File: config.mk
export PLATFORM = sky130hd
export DESIGN_NAME = sar_adc_scan_ctrl
export DESIGN_NICKNAME = d
export VERILOG_FILES = /design/src/rtl/sar_adc_scan_ctrl.sv
export SDC_FILE = /design/constraint.sdc
export NUM_CORES = 1
export LEC_CHECK = 0
export ABC_AREA = 0
export BUFFER_PORTS_ARGS = -buffer_cell sky130_fd_sc_hd__buf_2
export CAP_MARGIN = 20
export CORE_MARGIN = 3
export CORE_UTILIZATION = 55
export CTS_CLUSTER_SIZE = 12
export DETAILED_ROUTE_END_ITERATION = 8
export GPL_TIMING_DRIVEN = 0
export PLACE_DENSITY = 0.76
export SYNTH_ARGS = -nofsm -noshare
export SYNTH_HDL_FRONTEND = slang
export SYNTH_SLANG_ARGS = --single-unit
File: constraint.sdc
create_clock -name clk_i -period 3.74 [get_ports clk_i]
set_clock_uncertainty 0.2 [all_clocks]
set_input_delay 0.374 -clock clk_i [delete_from_list [all_inputs] [get_ports clk_i]]
set_output_delay 0.374 -clock clk_i [all_outputs]
set_load 0.01 [all_outputs]
File: src/rtl/sar_adc_scan_ctrl.sv
// -----------------------------------------------------------------------------
// sar_adc_scan_ctrl
// Multi-channel SAR ADC sequencer. It steps through the enabled analog mux
// channels. For each channel it samples, runs a binary-search conversion
// (MSB first) and optionally averages 2^a conversions. The result is presented
// on a valid/ready port, tagged with the channel index.
//
// Ports
//   clk_i, rst_i        clock, asynchronous active-high reset
//   start_i             start a sweep (only honoured in IDLE with a non-zero mask)
//   cont_i              at sweep end: 1 wraps to the lowest channel, 0 returns to IDLE
//   ch_mask_i           enabled channels, latched at start
//   avg_log2_i          averaging exponent, latched at start, clamped to MAX_AVG_LOG2
//   sample_cycles_i     sample length in cycles, latched at start (0 acts as 1)
//   comp_p_i, comp_n_i  differential comparator outputs
//   sample_o            track/sample switch enable
//   ch_sel_o            analog mux select
//   dac_p_o, dac_n_o    trial code to the capacitor DACs (dac_n_o = ~dac_p_o)
//   busy_o              sequencer not idle
//   res_valid_o/res_ready_i/res_data_o/res_ch_o  result port
//   comp_err_o          sticky: comparator outputs were equal at a decision
//
// Result handshake: res_data_o/res_ch_o are held stable while res_valid_o=1.
// A transfer happens on any rising edge where res_valid_o && res_ready_i. The
// holding register may be reloaded on that same edge, so one result per cycle
// is possible. A result is never overwritten before it has been transferred:
// the sequencer parks in HOLD until the register frees.
// -----------------------------------------------------------------------------
module sar_adc_scan_ctrl #(
    parameter int RESOLUTION    = 8,
    parameter int NUM_CH        = 4,
    parameter int SETTLE_CYCLES = 0,
    parameter int MAX_AVG_LOG2  = 4,
    parameter int SAMPLE_W      = 4,
    localparam int CH_W         = (NUM_CH > 1) ? $clog2(NUM_CH) : 1
) (
    input  logic                  clk_i,
    input  logic                  rst_i,
    input  logic                  start_i,
    input  logic                  cont_i,
    input  logic [NUM_CH-1:0]     ch_mask_i,
    input  logic [2:0]            avg_log2_i,
    input  logic [SAMPLE_W-1:0]   sample_cycles_i,
    input  logic                  comp_p_i,
    input  logic                  comp_n_i,
    output logic                  sample_o,
    output logic [CH_W-1:0]       ch_sel_o,
    output logic [RESOLUTION-1:0] dac_p_o,
    output logic [RESOLUTION-1:0] dac_n_o,
    output logic                  busy_o,
    output logic                  res_valid_o,
    input  logic                  res_ready_i,
    output logic [RESOLUTION-1:0] res_data_o,
    output logic [CH_W-1:0]       res_ch_o,
    output logic                  comp_err_o
);

    localparam int ACC_W = RESOLUTION + MAX_AVG_LOG2;
    localparam int CNT_W = MAX_AVG_LOG2 + 1;
    localparam int SET_W = (SETTLE_CYCLES > 0) ? $clog2(SETTLE_CYCLES + 1) : 1;
    localparam logic [RESOLUTION-1:0] MSB_ONEHOT = {1'b1, {(RESOLUTION-1){1'b0}}};

    typedef enum logic [2:0] {S_IDLE, S_SAMPLE, S_CONVERT, S_DONE, S_HOLD} state_t;

    state_t                r_state;
    state_t                w_next_state;

    logic [NUM_CH-1:0]     r_mask;
    logic [2:0]            r_avg;
    logic [SAMPLE_W-1:0]   r_samp;
    logic [CH_W-1:0]       r_ch;
    logic [SAMPLE_W-1:0]   r_scnt;
    logic [SET_W-1:0]      r_settle;
    logic [RESOLUTION-1:0] r_trial;
    logic [RESOLUTION-1:0] r_dac;
    logic [ACC_W-1:0]      r_acc;
    logic [CNT_W-1:0]      r_conv_cnt;
    logic                  r_valid;
    logic [RESOLUTION-1:0] r_data;
    logic [CH_W-1:0]       r_res_ch;
    logic                  r_err;

    logic                  w_start;
    logic                  w_samp_end;
    logic                  w_bit_end;
    logic                  w_lsb;
    logic                  w_keep;
    logic [RESOLUTION-1:0] w_kept;
    logic                  w_conv_last;
    logic                  w_load;
    logic                  w_next_found;
    logic [CH_W-1:0]       w_next_ch;
    logic [2:0]            w_avg_clamped;
    logic [RESOLUTION-1:0] w_avg_code;

    // Lowest set bit of a channel mask (0 when the mask is empty).
    function automatic logic [CH_W-1:0] f_lowest(input logic [NUM_CH-1:0] m);
        f_lowest = '0;
        for (int i = NUM_CH - 1; i >= 0; i--) begin
            if (m[i]) f_lowest = CH_W'(i);
        end
    endfunction

    assign w_start       = start_i && (ch_mask_i != '0);
    assign w_samp_end    = (r_scnt == (r_samp - SAMPLE_W'(1)));
    assign w_bit_end     = (r_settle == SET_W'(SETTLE_CYCLES));
    assign w_lsb         = r_trial[0];
    // Equal comparator outputs are an invalid decision and count as "drop the bit".
    assign w_keep        = comp_p_i & ~comp_n_i;
    assign w_kept        = w_keep ? r_dac : (r_dac & ~r_trial);
    assign w_conv_last   = (r_conv_cnt == ((CNT_W'(1) << r_avg) - CNT_W'(1)));
    assign w_load        = ((r_state == S_DONE) || (r_state == S_HOLD)) &&
                           (!r_valid || res_ready_i);
    assign w_avg_clamped = (avg_log2_i > 3'(MAX_AVG_LOG2)) ? 3'(MAX_AVG_LOG2) : avg_log2_i;
    // Truncating divide by 2^a. r_avg never exceeds MAX_AVG_LOG2, so the
    // selected slice always lies inside the accumulator.
    assign w_avg_code    = r_acc[r_avg +: RESOLUTION];

    // Next enabled channel strictly above the current one.
    always_comb begin
        w_next_found = 1'b0;
        w_next_ch    = '0;
        for (int i = NUM_CH - 1; i >= 0; i--) begin
            if (r_mask[i] && (i > int'(r_ch))) begin
                w_next_found = 1'b1;
                w_next_ch    = CH_W'(i);
            end
        end
    end

    // State register
    always_ff @(posedge clk_i or posedge rst_i) begin
        if (rst_i) r_state <= S_IDLE;
        else       r_state <= w_next_state;
    end

    // Next-state logic
    always_comb begin
        w_next_state = r_state;
        case (r_state)
            S_IDLE:    if (w_start) w_next_state = S_SAMPLE;
            S_SAMPLE:  if (w_samp_end) w_next_state = S_CONVERT;
            S_CONVERT: if (w_bit_end && w_lsb) w_next_state = w_conv_last ? S_DONE : S_SAMPLE;
            S_DONE, S_HOLD: begin
                if (w_load) w_next_state = (w_next_found || cont_i) ? S_SAMPLE : S_IDLE;
                else        w_next_state = S_HOLD;
            end
            default:   w_next_state = S_IDLE;
        endcase
    end

    // State-decoded outputs
    always_comb begin
        sample_o = (r_state == S_SAMPLE);
        busy_o   = (r_state != S_IDLE);
    end

    // Sequencing datapath
    always_ff @(posedge clk_i or posedge rst_i) begin
        if (rst_i) begin
            r_mask     <= '0;
            r_avg      <= '0;
            r_samp     <= SAMPLE_W'(1);
            r_ch       <= '0;
            r_scnt     <= '0;
            r_settle   <= '0;
            r_trial    <= '0;
            r_dac      <= '0;
            r_acc      <= '0;
            r_conv_cnt <= '0;
            r_data     <= '0;
            r_res_ch   <= '0;
        end else begin
            case (r_state)
                S_IDLE: begin
                    if (w_start) begin
                        r_mask     <= ch_mask_i;
                        r_avg      <= w_avg_clamped;
                        r_samp     <= (sample_cycles_i == '0) ? SAMPLE_W'(1) : sample_cycles_i;
                        r_ch       <= f_lowest(ch_mask_i);
                        r_acc      <= '0;
                        r_conv_cnt <= '0;
                        r_scnt     <= '0;
                        r_dac      <= '0;
                        r_trial    <= '0;
                    end
                end
                S_SAMPLE: begin
                    if (w_samp_end) begin
                        // Present the MSB trial on the first CONVERT cycle.
                        r_scnt   <= '0;
                        r_settle <= '0;
                        r_trial  <= MSB_ONEHOT;
                        r_dac    <= MSB_ONEHOT;
                    end else begin
                        r_scnt <= r_scnt + SAMPLE_W'(1);
                    end
                end
                S_CONVERT: begin
                    if (!w_bit_end) begin
                        r_settle <= r_settle + SET_W'(1);
                    end else begin
                        r_settle <= '0;
                        if (!w_lsb) begin
                            r_trial <= r_trial >> 1;
                            r_dac   <= w_kept | (r_trial >> 1);
                        end else begin
                            r_trial    <= '0;
                            r_dac      <= '0;
                            r_acc      <= r_acc + ACC_W'(w_kept);
                            r_conv_cnt <= w_conv_last ? '0 : (r_conv_cnt + CNT_W'(1));
                        end
                    end
                end
                S_DONE, S_HOLD: begin
                    if (w_load) begin
                        r_data   <= w_avg_code;
                        r_res_ch <= r_ch;
                        r_acc    <= '0;
                        r_ch     <= w_next_found ? w_next_ch : f_lowest(r_mask);
                    end
                end
                default: ;
            endcase
        end
    end

    // Result valid flag and sticky comparator error
    always_ff @(posedge clk_i or posedge rst_i) begin
        if (rst_i) begin
            r_valid <= 1'b0;
            r_err   <= 1'b0;
        end else begin
            if (w_load)           r_valid <= 1'b1;
            else if (res_ready_i) r_valid <= 1'b0;
            if ((r_state == S_CONVERT) && w_bit_end && (comp_p_i == comp_n_i)) r_err <= 1'b1;
        end
    end

    assign ch_sel_o    = r_ch;
    assign dac_p_o     = r_dac;
    assign dac_n_o     = ~r_dac;
    assign res_valid_o = r_valid;
    assign res_data_o  = r_data;
    assign res_ch_o    = r_res_ch;
    assign comp_err_o  = r_err;

endmodule
# ---- Yosys cells after proc, flatten, opt, wreduce, memory -nomap -nowiden
# Index checks and enable logic that the tools add are counted.
dict set report classes {
  n_bitwise 7
  n_mul 0
  n_reduce_logical 33
  muxes 54
  order_cmp 4
  shifts 2
  eq_ne 13
  addsub 6
  div 0
}
# operator n
set ops {}
lappend ops {{two-way mux 12 bit} 4}
lappend ops {{two-way mux 8 bit} 6}
lappend ops {{one-hot mux 8 bit (3 select lines)} 2}
lappend ops {{one-hot mux 12 bit (3 select lines)} 1}
lappend ops {{two-way mux 2 bit} 15}
lappend ops {{two-way mux 5 bit} 4}
lappend ops {{inverter 8 bit} 2}
lappend ops {{two-way mux 3 bit} 5}
lappend ops {{adder 12 x 8 -> 12 bit} 1}
lappend ops {{two-way mux 4 bit} 3}
lappend ops {{one-hot mux 3 bit (4 select lines)} 1}
lappend ops {{indexed part select 12 x 4 -> 8 bit} 1}
lappend ops {{!= test 2 bit (second input constant)} 5}
lappend ops {{one-hot mux 5 bit (2 select lines)} 1}
lappend ops {{nonzero test 2 bit} 5}
lappend ops {{nonzero test 3 bit} 3}
lappend ops {{AND 8 bit} 1}
lappend ops {{logical AND 1 bit} 8}
lappend ops {{two-way mux 1 bit} 8}
lappend ops {{bitwise OR 8 x 7 -> 8 bit} 1}
lappend ops {{one-hot mux 4 bit (2 select lines)} 1}
lappend ops {{AND reduction 2 bit} 4}
lappend ops {{AND reduction 4 bit} 2}
lappend ops {{two-way mux 7 bit} 1}
lappend ops {{other kinds (28)} 34}
dict set report totals {
  wordCells 134
  reg_bits 66
  latchBits 0
  ramBits 0
  out_inout_bits 32
  romBits 0
  n_memories 0
  input_bits 18
}

# ---- Logic depth before layout (Yosys ltp)
dict set report logic_depth {
  depth_word 9
  depth_mapped 13
}

# ---- Least setup slack after synthesis
# OpenSTA, ideal clock, no wires.
dict set report synth_timing {
  path_kind {reg-to-reg}
  from {register r_avg[0]}
  to {register r_conv_cnt[2]}
  arrival_ns 2.460
  t_required_ns 3.408
  path_stages_with_launch 11
  setup_slack_ns 0.948
  setup_time_ns 0.132
  period_less_slack_ns 2.792
  cell_sequence {dfrtp_1 > clkbuf_1 > clkbuf_1 > nand3_1 > ha_1 > or3_1 > a21oi_1 > o21ai_0 > a221o_1 > a31oi_1 > o32ai_1}
}
dict set report synth_via {
  elab_chain_len 7
}
# element line_no
set synth_lines {}
lappend synth_lines {{start, declared} 69} ;# logic [2:0] r_avg;
lappend synth_lines {{start signal, assigned} 178} ;# r_avg <= w_avg_clamped;
lappend synth_lines {{left shift 1 x 3 -> 5 bit} 111} ;# assign w_conv_last = (r_conv_cnt == ((CNT_W'(1) << r_avg) - CNT_W'(1)));
lappend synth_lines {{subtractor 5 x 1 -> 5 bit} 111}
lappend synth_lines {{equality test 5 bit} 111}
lappend synth_lines {{two-way mux 5 bit} 211} ;# r_conv_cnt <= w_conv_last ? '0 : (r_conv_cnt + CNT_W'(1));
lappend synth_lines {{two-way mux 5 bit} 204} ;# if (!w_lsb) begin
lappend synth_lines {{two-way mux 5 bit} 200} ;# if (!w_bit_end) begin
lappend synth_lines {{one-hot mux 5 bit (2 select lines)} 174} ;# case (r_state)
lappend synth_lines {{end signal, assigned} 211}
lappend synth_lines {{end, declared} 77} ;# logic [CNT_W-1:0] r_conv_cnt;
# No other way between the ends. The select of a mux whose other input is x is not followed.
# A chain may end at the register's enable or synchronous reset.

# ---- Worst setup path after layout
# Same ends and word-level chain as after synthesis.

==> flow_metrics.env <==
export IMPL_status="complete, no violations"
export IMPL_synthArstFlopShare_pct=100
export IMPL_grt_pass1_vias=3285
export IMPL_rsz0062_at_grt="false"
export IMPL_gp_congestion=0.836
export IMPL_synth_edf_count=0
export IMPL_layout_nets=521
export IMPL_syn_cell_area_um2=3860
export IMPL_worst_pin_slew_ns=0.987
export IMPL_wl_mm=8.76
export IMPL_m1WireLength_mm=3.97
export IMPL_total_power_w=0.00325
export IMPL_dp_hpwl_mm=6.55
export IMPL_cts_setup_buffers=0
export IMPL_ys_ff_latch=65
export IMPL_worstSetupStartpointType="flip-flop"
export IMPL_wl_per_cell_um=14.9
export IMPL_place_inst=570
export IMPL_drc_errors=0
export IMPL_maxCapViolations=0
export IMPL_start_util_pct=58.8
export IMPL_drive_gt1_share_pct=18.4
export IMPL_yosysWarnings=0
export IMPL_layout_cells_non_filler=587
export IMPL_fin_crit_sh_pct=85.6
export IMPL_critical_path_class="flip-flop to flip-flop"
export IMPL_mostFrequentLayoutCell="dfrtp_1"
export IMPL_cp_cell_sequence="clkbuf_1 -> clkbuf_1 -> nand3_1 -> ha_1 -> or3_1 -> a21oi_1 -> o21ai_0 -> a221o_1 -> a31oi_1 -> o32ai_1"
export IMPL_insertion_delay_ns=0.35
export IMPL_ir_drop_mv=0.436
export IMPL_final_cell_mix="dfrtp_1 (64), buf_2 (55), nand2_1 (45)"
export IMPL_diodes=0
export IMPL_timing_setup_tns_ns=0
export IMPL_cts_sinks=65
export IMPL_port_buffers=49
export IMPL_cts_path_max_buffers=2
export IMPL_cts_max_level=3
export IMPL_max_slew_margin_pct=33.7
export IMPL_cpMostUsedCell="clkbuf_1"
export IMPL_final_hold_viol_count=0
export IMPL_top_layer_used="met4"
export IMPL_arrival_ns=3.23
export IMPL_cts_root_buf="clkbuf_8"
export IMPL_fmax_mhz=312
export IMPL_die_x_um=89.8
export IMPL_grt_total_usage_pct=23.1
export IMPL_ys_flop_type="dfrtp_1"
export IMPL_drt_pre_antenna_iters=4
export IMPL_r2r_slack_ns=0.54
export IMPL_crit_path_max_fanout=10
export IMPL_routed_wl_met2_mm=4.29
export IMPL_syn_num_nets=459
export IMPL_endpoint_kind="flip-flop"
export IMPL_vias=3347
export IMPL_grt_pass1_wl_mm=15.3
export IMPL_dr_wl_met3_um=328
export IMPL_synth_cell_type_count=62
export IMPL_p_per_area_nw_per_um2=723
export IMPL_slowest_stage="clkbuf_1"
export IMPL_via_per_inst=5.70
export IMPL_power_leakage_nw=2.06
export IMPL_fill_cells=539
export IMPL_io_pin_count=50
export IMPL_report_final_slew_viol_count=0
export IMPL_cp_required_ns=3.76
export IMPL_numCtsBuffers=9
export IMPL_ys_seq_area_share_pct=42.1
export IMPL_post_route_min_period_ns=3.20
export IMPL_critPathMaxStageDelay_ns=0.45
export IMPL_clkTransAtPathRegs_ns=0.07
export IMPL_area_delta_synth_final_pct=16.1
export IMPL_core_area_um2=6570
export IMPL_cts_tree="built"
export IMPL_syn_avg_cell_area_um2=9.05
export IMPL_die_h_um=89.8
export IMPL_setup_violations=0
export IMPL_drt_initial_drc_count=158
export IMPL_die_area_um2=8070
export IMPL_antenna_found_initial=0
export IMPL_hold_path_class="input port to flip-flop"
export IMPL_grt_max_degree=36
export IMPL_num_rows=29
export IMPL_post_synth_inst_count=427
export IMPL_overflow=0
export IMPL_ant_nets=0
where the power goes:
part,internal [W],switching (W),leakage (nW),total (W)
logic,0.000585,0.000922,1.10,0.00151
registers,0.000906,0.000147,0.844,0.00105
clock network,0.000409,0.000276,0.115,0.000685
total,0.00190,0.00134,2.06,0.00325
sequential cells by signal, summed over array words and instances, names as in the netlist:
| name | count |
|---|---|
| r_avg | 3 |
| r_samp | 4 |
| comp_err_o | 1 |
| r_trial | 8 |
| r_state | 3 |
| r_acc | 12 |
| ch_sel_o | 2 |
| r_mask | 4 |
| res_data_o | 8 |
| r_scnt | 4 |
| res_valid_o | 1 |
| dac_p_o | 8 |
| r_conv_cnt | 5 |
| res_ch_o | 2 |
area by class of cell:
type / count / area, um2 / area share [%]
flip-flops and latches: 65 / 1630 / 36.3
inverters: 30 / 113 / 2.51
clock buffers: 11 / 151 / 3.38
well taps: 93 / 116 / 2.59
clock inverters: 5 / 77.6 / 1.73
multi-input cells: 314 / 2030 / 45.4
plain buffers: 18 / 90.1 / 2.01
repair buffers: 51 / 275 / 6.14
logic make-up after synthesis:
kind of cell | share of synthesized area (%)
buffers and inverters | 5.24
multiplexers | 5.54
flip-flops | 42.1
adder cells (fa/ha/maj) | 4.73
AO/OA/AOI/OAI | 21.6
XOR/XNOR | 3.63
AND/OR/NAND/NOR | 17.1
synthesized netlist by cell type, types with 3 or more instances:
cell type | n | area share [%]
mux4_2 | 4 | 2.3
a211oi_1 | 6 | 1.2
mux2_2 | 3 | 0.87
a22o_1 | 7 | 1.6
o31ai_1 | 3 | 0.58
nand4_1 | 3 | 0.49
or3_1 | 7 | 1.1
o22ai_1 | 3 | 0.49
nor2_1 | 35 | 3.4
a21o_1 | 7 | 1.4
o211ai_1 | 3 | 0.58
nor2b_1 | 8 | 1.3
a21oi_1 | 38 | 4.9
dfrtp_1 | 64 | 41
ha_1 | 13 | 4.2
xor2_1 | 9 | 2.0
mux2i_1 | 9 | 2.3
clkbuf_1 | 9 | 0.87
o21ai_0 | 32 | 4.1
nand3_1 | 11 | 1.4
o2bb2ai_1 | 6 | 1.4
buf_2 | 6 | 0.78
a31oi_1 | 5 | 0.81
and2_1 | 4 | 0.65
inv_1 | 29 | 2.8
nand2_1 | 45 | 4.4
xnor2_1 | 7 | 1.6
nor3_1 | 9 | 1.2
nand2b_1 | 3 | 0.49
critical path, delay by kind of cell, from the launching register on:
| family | cells | cell delay, ns |
|---|---|---|
| AND/OR/NAND/NOR | 2 | 0.46 |
| adder cells (fa/ha/maj) | 1 | 0.27 |
| AO/OA/AOI/OAI | 5 | 1.01 |
| buffers and inverters | 2 | 0.81 |
| flip-flops | 1 | 0.32 |
layer usage:
layer  vias to the layer above  track usage (%)
li1                       1645                -
met1                      1623             30.3
met2                        63             38.4
met3                        16             4.42
met4                         0             8.56
met5                         -                0
repair_timing:
item | in CTS | in global routing
hold buffers | 1 | 0
hold endpoints to repair | 29 | 0
endpoints found under the setup margin | 0 | 0
gates resized for setup | 0 | 0
through the flow:
stage / utilization [%] / worst slack (ns) / hold slack [ns] / cell area [um2]
6_report: 68.3 / 0.538 / 0.0283 / 4490
5_1_grt: 68.3 / 0.317 / 0.0454 / 4490
4_1_cts: 68.3 / 0.585 / 0.0192 / 4490
3_5_place_dp: 64.7 / 0.596 / 0.239 / 4250
3_3_place_gp: 64.4 / 0.656 / 0.233 / 4230
2_1_floorplan: - / 0.948 / 0.267 / 3860
path summary, 6_finish.rpt:
path                                             start                         to  depth (start not counted)
worst max-delay path              r_avg[0]$_DFFE_PP0P_  r_conv_cnt[2]$_DFFE_PP0P_                         10
worst min-delay path                sample_cycles_i[2]      r_samp[2]$_DFFE_PP0P_                          3
worst max register to register    r_avg[0]$_DFFE_PP0P_  r_conv_cnt[2]$_DFFE_PP0P_                         10
worst min register to register  comp_err_o$_DFFE_PP0P_     comp_err_o$_DFFE_PP0P_                          1
max in group asynchronous                        rst_i     dac_p_o[0]$_DFFE_PP0P_                          4
min in group asynchronous                        rst_i      r_scnt[0]$_DFFE_PP0P_                          3
Power figures use the tool's default switching activity.
